$ cat config.mk
export PLATFORM = sky130hd
export DESIGN_NAME = riscv_hazard_unit
export DESIGN_NICKNAME = d
export VERILOG_FILES = /design/src/rtl/riscv_hazard_unit.sv
export SDC_FILE = /design/constraint.sdc
export NUM_CORES = 1
export LEC_CHECK = 0
export ABC_CLOCK_PERIOD_IN_PS = 3300
export CAP_MARGIN = 20
export CORE_AREA = 2 2 147 149
export DETAILED_ROUTE_END_ITERATION = 12
export DIE_AREA = 0 0 149 151
export PLACE_DENSITY_LB_ADDON = 0.3
export REMOVE_ABC_BUFFERS = 1
export SYNTH_ARGS = -nofsm -noshare
export SYNTH_HDL_FRONTEND = slang
export SYNTH_SLANG_ARGS = --single-unit
$ cat constraint.sdc
create_clock -name clk -period 3.3 [get_ports clk]
set_input_delay 0.495 -clock clk [delete_from_list [all_inputs] [get_ports clk]]
set_output_delay 0.495 -clock clk [all_outputs]
set_load 0.1 [all_outputs]
$ cat src/rtl/riscv_hazard_unit.sv
// Pipeline hazard controller: in-flight rd scoreboard for forwarding/load-use interlock plus taken-branch flush.
// Optional performance counters are enabled by defining HAZARD_PERF_CNT_EN.
module riscv_hazard_unit #(
   parameter int REG_WIDTH        = 32,
   parameter int REG_ADDR_WIDTH   = 5,
   parameter int PC_WIDTH         = 32,
   parameter int DEPTH            = 3,
   parameter int LOAD_READY_STAGE = 1
) (
   input  logic                             clk,
   input  logic                             resetn,
   input  logic                             id_valid,
   input  logic [REG_ADDR_WIDTH-1:0]        id_rs1_adr,
   input  logic [REG_ADDR_WIDTH-1:0]        id_rs2_adr,
   input  logic                             id_rs1_used,
   input  logic                             id_rs2_used,
   input  logic [REG_ADDR_WIDTH-1:0]        id_rd_adr,
   input  logic                             id_rd_we,
   input  logic                             id_is_load,
   input  logic [REG_WIDTH-1:0]             rf_rs1_data,
   input  logic [REG_WIDTH-1:0]             rf_rs2_data,
   input  logic [DEPTH*REG_WIDTH-1:0]       stage_rslt,
   input  logic                             br_valid,
   input  logic                             br_taken,
   input  logic [PC_WIDTH-1:0]              br_target,
   output logic [REG_WIDTH-1:0]             opd1,
   output logic [REG_WIDTH-1:0]             opd2,
   output logic [$clog2(DEPTH+1)-1:0]       fwd1_sel,
   output logic [$clog2(DEPTH+1)-1:0]       fwd2_sel,
   output logic                             stall,
   output logic                             flush,
   output logic                             redirect_valid,
   output logic [PC_WIDTH-1:0]              redirect_pc,
   output logic [31:0]                      stall_cnt,
   output logic [31:0]                      flush_cnt
);

   localparam int SEL_W = $clog2(DEPTH+1);

   logic [DEPTH-1:0]          r_vld;
   logic [DEPTH-1:0]          r_we;
   logic [DEPTH-1:0]          r_ld;
   logic [REG_ADDR_WIDTH-1:0] r_rd [DEPTH];

   logic [REG_ADDR_WIDTH-1:0] w_src_adr [2];
   logic [REG_WIDTH-1:0]      w_src_rf  [2];
   logic [1:0]                w_src_used;
   logic                      w_issue;

   assign w_src_adr[0] = id_rs1_adr;
   assign w_src_adr[1] = id_rs2_adr;
   assign w_src_rf[0]  = rf_rs1_data;
   assign w_src_rf[1]  = rf_rs2_data;
   assign w_src_used   = {id_rs2_used, id_rs1_used};

   for (genvar g = 0; g < 2; g++) begin : g_src
      logic                 w_hit;
      logic                 w_use;
      logic                 w_ld;
      logic                 w_rdy;
      logic                 w_take;
      logic                 w_hazard;
      logic [SEL_W-1:0]     w_idx1;
      logic [SEL_W-1:0]     w_sel;
      logic [REG_WIDTH-1:0] w_fwd;
      logic [REG_WIDTH-1:0] w_opd;

      // Scan oldest-to-youngest so the lowest matching slot overrides older ones.
      always_comb begin
         w_hit  = 1'b0;
         w_ld   = 1'b0;
         w_rdy  = 1'b0;
         w_take = 1'b0;
         w_idx1 = '0;
         w_fwd  = '0;
         for (int i = DEPTH - 1; i >= 0; i--) begin
            w_take = r_vld[i] && r_we[i] && (r_rd[i] == w_src_adr[g]);
            w_hit  = w_hit | w_take;
            w_ld   = w_take ? r_ld[i] : w_ld;
            w_rdy  = w_take ? (i >= LOAD_READY_STAGE) : w_rdy;
            w_idx1 = w_take ? SEL_W'(i + 1) : w_idx1;
            w_fwd  = w_take ? stage_rslt[i*REG_WIDTH +: REG_WIDTH] : w_fwd;
         end
         w_use    = w_src_used[g] && (w_src_adr[g] != '0) && w_hit;
         w_hazard = w_use && w_ld && !w_rdy;
         w_sel    = (w_use && !w_hazard) ? w_idx1 : '0;
         w_opd    = (w_sel != '0) ? w_fwd : w_src_rf[g];
      end
   end

   assign opd1           = g_src[0].w_opd;
   assign opd2           = g_src[1].w_opd;
   assign fwd1_sel       = g_src[0].w_sel;
   assign fwd2_sel       = g_src[1].w_sel;
   assign flush          = br_valid && br_taken;
   assign stall          = id_valid && (g_src[0].w_hazard || g_src[1].w_hazard) && !flush;
   assign redirect_valid = flush;
   assign redirect_pc    = br_target;
   assign w_issue        = id_valid && !stall && !flush;

   // Scoreboard shift: slot 0 takes the issuing instruction or a bubble; the last slot retires.
   always_ff @(posedge clk or negedge resetn) begin
      if (!resetn) begin
         r_vld <= '0;
         r_we  <= '0;
         r_ld  <= '0;
         for (int i = 0; i < DEPTH; i++) begin
            r_rd[i] <= '0;
         end
      end else begin
         r_vld   <= {r_vld[DEPTH-2:0], w_issue};
         r_we    <= {r_we[DEPTH-2:0], id_rd_we};
         r_ld    <= {r_ld[DEPTH-2:0], id_is_load};
         r_rd[0] <= id_rd_adr;
         for (int i = 1; i < DEPTH; i++) begin
            r_rd[i] <= r_rd[i-1];
         end
      end
   end

`ifdef HAZARD_PERF_CNT_EN
   logic [31:0] r_stall_cnt;
   logic [31:0] r_flush_cnt;

   // Saturating stall/flush event counters.
   always_ff @(posedge clk or negedge resetn) begin
      if (!resetn) begin
         r_stall_cnt <= 32'd0;
         r_flush_cnt <= 32'd0;
      end else begin
         if (stall && (r_stall_cnt != 32'hFFFF_FFFF)) begin
            r_stall_cnt <= r_stall_cnt + 32'd1;
         end
         if (flush && (r_flush_cnt != 32'hFFFF_FFFF)) begin
            r_flush_cnt <= r_flush_cnt + 32'd1;
         end
      end
   end

   assign stall_cnt = r_stall_cnt;
   assign flush_cnt = r_flush_cnt;
`else
   assign stall_cnt = 32'd0;
   assign flush_cnt = 32'd0;
`endif

endmodule

==> results.cfg, run 1 <==
[outcome]
outcome = finished clean

[drt]
m1WireLength_um = 8270
drc = 0
wl_per_cell_um = 18.9
firstDrtPassIters = 4
final_antenna_net_count = 0
vias = 5259
dr_wl_met2_um = 10500
top_layer_used = met4
first_iter_violations = 169
dr_wl_met3_um = 2390
vias_per_cell = 4.65
wl_um = 21400

[setup_path]
path_class = flip-flop to output pin
required_ps = 2800
worstSetupEndpointType = output pin
crit_path_start = r_vld[1]$_DFF_PN0_
crit_path_start_kind = flip-flop
arrival_ps = 2650
reg2reg_from = r_rd[14]$_DFF_PN0_
r2r_cells = 6
cp_max_fo = 13

[synthesis]
synthArstFlopShare_pct = 100
yosys_register_bits = 22
yosys_warnings = 0
ys_seq_area_share_pct = 13.3
synthCells = 588
synth_edf_count = 0
synth_area_mm2 = 0.00414
yosysUniqueCellTypes = 29
synth_flop_cell = dfrtp_1
avgSynthCellArea_um2 = 7.04

[timing]
final.setup.worst_slack_ps = 160
tightest_slew_ps = 628
finalSetupTns_ps = 0
fmax_mhz = 318
fin_crit_ps = 3140
hold_viol_final = 0
skew_ps = 0.518
finalCritPeriodShare_pct = 95.2
slew_headroom_pct = 58.1
drv_slew = 0
setup_viol = 0

[clock_tree]
cts_made_buffers = 3
cts.clk_slew.worst_paths_ps = 60
cts_tree = done
clock_latency_ps = 250
max-clock-path-buffers = 2
clock_sinks = 22
hold_buffers = 0
htree_levels = 1
cts-root-buf = clkbuf_16

[placed_design]
gp_congestion = 0.822
dp_slack_ps = -74.1
port_buffers = 254
placed_cell_area_mm2 = 0.00776
hpwlAfterDp_um = 16900

[power_and_ir_drop]
p_leak_nw = 3.56
ir_drop_uv = 282
p_per_area_mw_per_mm2 = 245

[die]
num_io_pins = 383
die_h_um = 151
fp.coreArea_mm2 = 0.0208
num_rows = 53
fp.dieW_um = 149
initial_core_util_pct = 19.9
dieArea_mm2 = 0.0225

[cells_and_area]
fin_area_mm2 = 0.00818
final_cell_mix = 173 x clkdlybuf4s50_1, 85 x nand2_1, 81 x buf_12, 80 x buf_4, 70 x nor2_1
syn2layout_area_growth_pct = 97.6
drive_above_1_share_pct = 27.6
post-route-util_pct = 39.3
final_common_cell = clkdlybuf4s50_1
fin_nets = 1072

[global_routing]
grt.total_usage_pct = 17.2
antenna_found_initial = 1
grt_first_pass_wirelength_um = 30000
grt_max_degree = 37
grt_overflow_total = 0
grt_pass1_vias = 5082

[hold_path]
hold_start = r_vld[0]$_DFF_PN0_
min_path_type = flip-flop to flip-flop
hold_depth = 0

[job]
maxCapViolations = 0
[area by class of cell]
class / instances / area, um^2
timing repair buffer: 347 / 4140
inverter: 1 / 3.75
fill: 2112 / 12600
antenna: 1 / 2.50
clock buffer: 4 / 88.8
multi-input combinational: 481 / 3050
tap: 275 / 344
sequential: 22 / 551
[final timing paths]
path	endpoint	slack (ps)
setup / recovery	opd1[5]	160
hold / removal	r_vld[1]$_DFF_PN0_	380
setup reg to reg	r_vld[0]$_DFF_PN0_	1590
hold reg to reg	r_vld[1]$_DFF_PN0_	380
max in group asynchronous	r_we[1]$_DFF_PN0_	2480
min in group asynchronous	r_rd[6]$_DFF_PN0_	460
[cells in the mapped netlist, drive strengths merged, types with 3 or more instances]
| master | number | area [um^2] |
|---|---|---|
| nand2 | 88 | 330 |
| nand3 | 4 | 20.0 |
| xor2 | 15 | 131 |
| o31ai | 66 | 596 |
| nor3 | 6 | 45.0 |
| nor2 | 74 | 283 |
| xnor2 | 15 | 131 |
| a221oi | 38 | 333 |
| o21ai | 30 | 150 |
| buf | 124 | 938 |
| a31oi | 28 | 175 |
| clkbuf | 23 | 87.6 |
| a21oi | 3 | 15.0 |
| and3 | 39 | 244 |
| dfrtp | 22 | 551 |
| and2 | 4 | 25.0 |
[where the power goes]
| group | switching (W) | total, W | internal, W | leakage [nW] |
|---|---|---|---|---|
| clock | 0.0000953 | 0.000280 | 0.000185 | 0.0442 |
| sequential | 0.0000204 | 0.000304 | 0.000284 | 0.258 |
| combinational | 0.000920 | 0.00142 | 0.000503 | 3.26 |
| total | 0.00104 | 0.00201 | 0.000972 | 3.56 |
[what timing repair did]
| item | in CTS | in global routing |
|---|---|---|
| gates resized for setup | 5 | 45 |
| buffers inserted | 0 | 6 |
| setup endpoints to repair | 8 | 66 |
| cloned | 0 | 1 |
| pin swaps | 0 | 6 |
| endpoints found under the hold margin | 0 | 0 |
[sequential cells by signal, indices dropped and copies added (netlist names)]
name,cells
r_we,3
r_rd,15
r_ld,1
r_vld,3
[metal layers]
layer	vias to the layer above	global-route usage, %
met1	2490	20.7
met5	-	0
met4	0	2.43
li1	2493	-
met2	266	29.6
met3	10	6.81
[metrics by stage]
stage               cells  total power [W]  hold WS (ps)
finish               1131          0.00201           377
global route         1130          0.00208           385
floorplan             504          0.00112           199
CTS                  1122          0.00199           377
detailed placement   1118          0.00171           364
global placement     1118          0.00170           358
[logic make-up (layout without fill, tap and decap cells)]
logic type,after synthesis,in the layout,share of synthesized area (%)
AND/OR/NAND/NOR,221,221,24.6
XOR/XNOR,30,30,6.35
buffers and inverters,148,352,24.9
flip-flops,22,22,13.3
other,1,65,0.0906
AO/OA/AOI/OAI,166,166,30.8
[worst max-delay path: stages (launching register included)]
cell     delay, ps
dfrtp_1        670
buf_4          200
and2_1         520
nand2_1        140
o21ai_0        190
a31oi_1         70
o31ai_2        260
buf_4          160
buf_12         160
No activity file was read; power rests on OpenSTA's default activity.
==> run 2: changes to the inputs <==
CTS_CLUSTER_DIAMETER = 30   (was unset)
CTS_CLUSTER_SIZE = 28   (was unset)
==> results of run 2 <==
The final DEF is identical to that of run 1; final timing and power are the same.
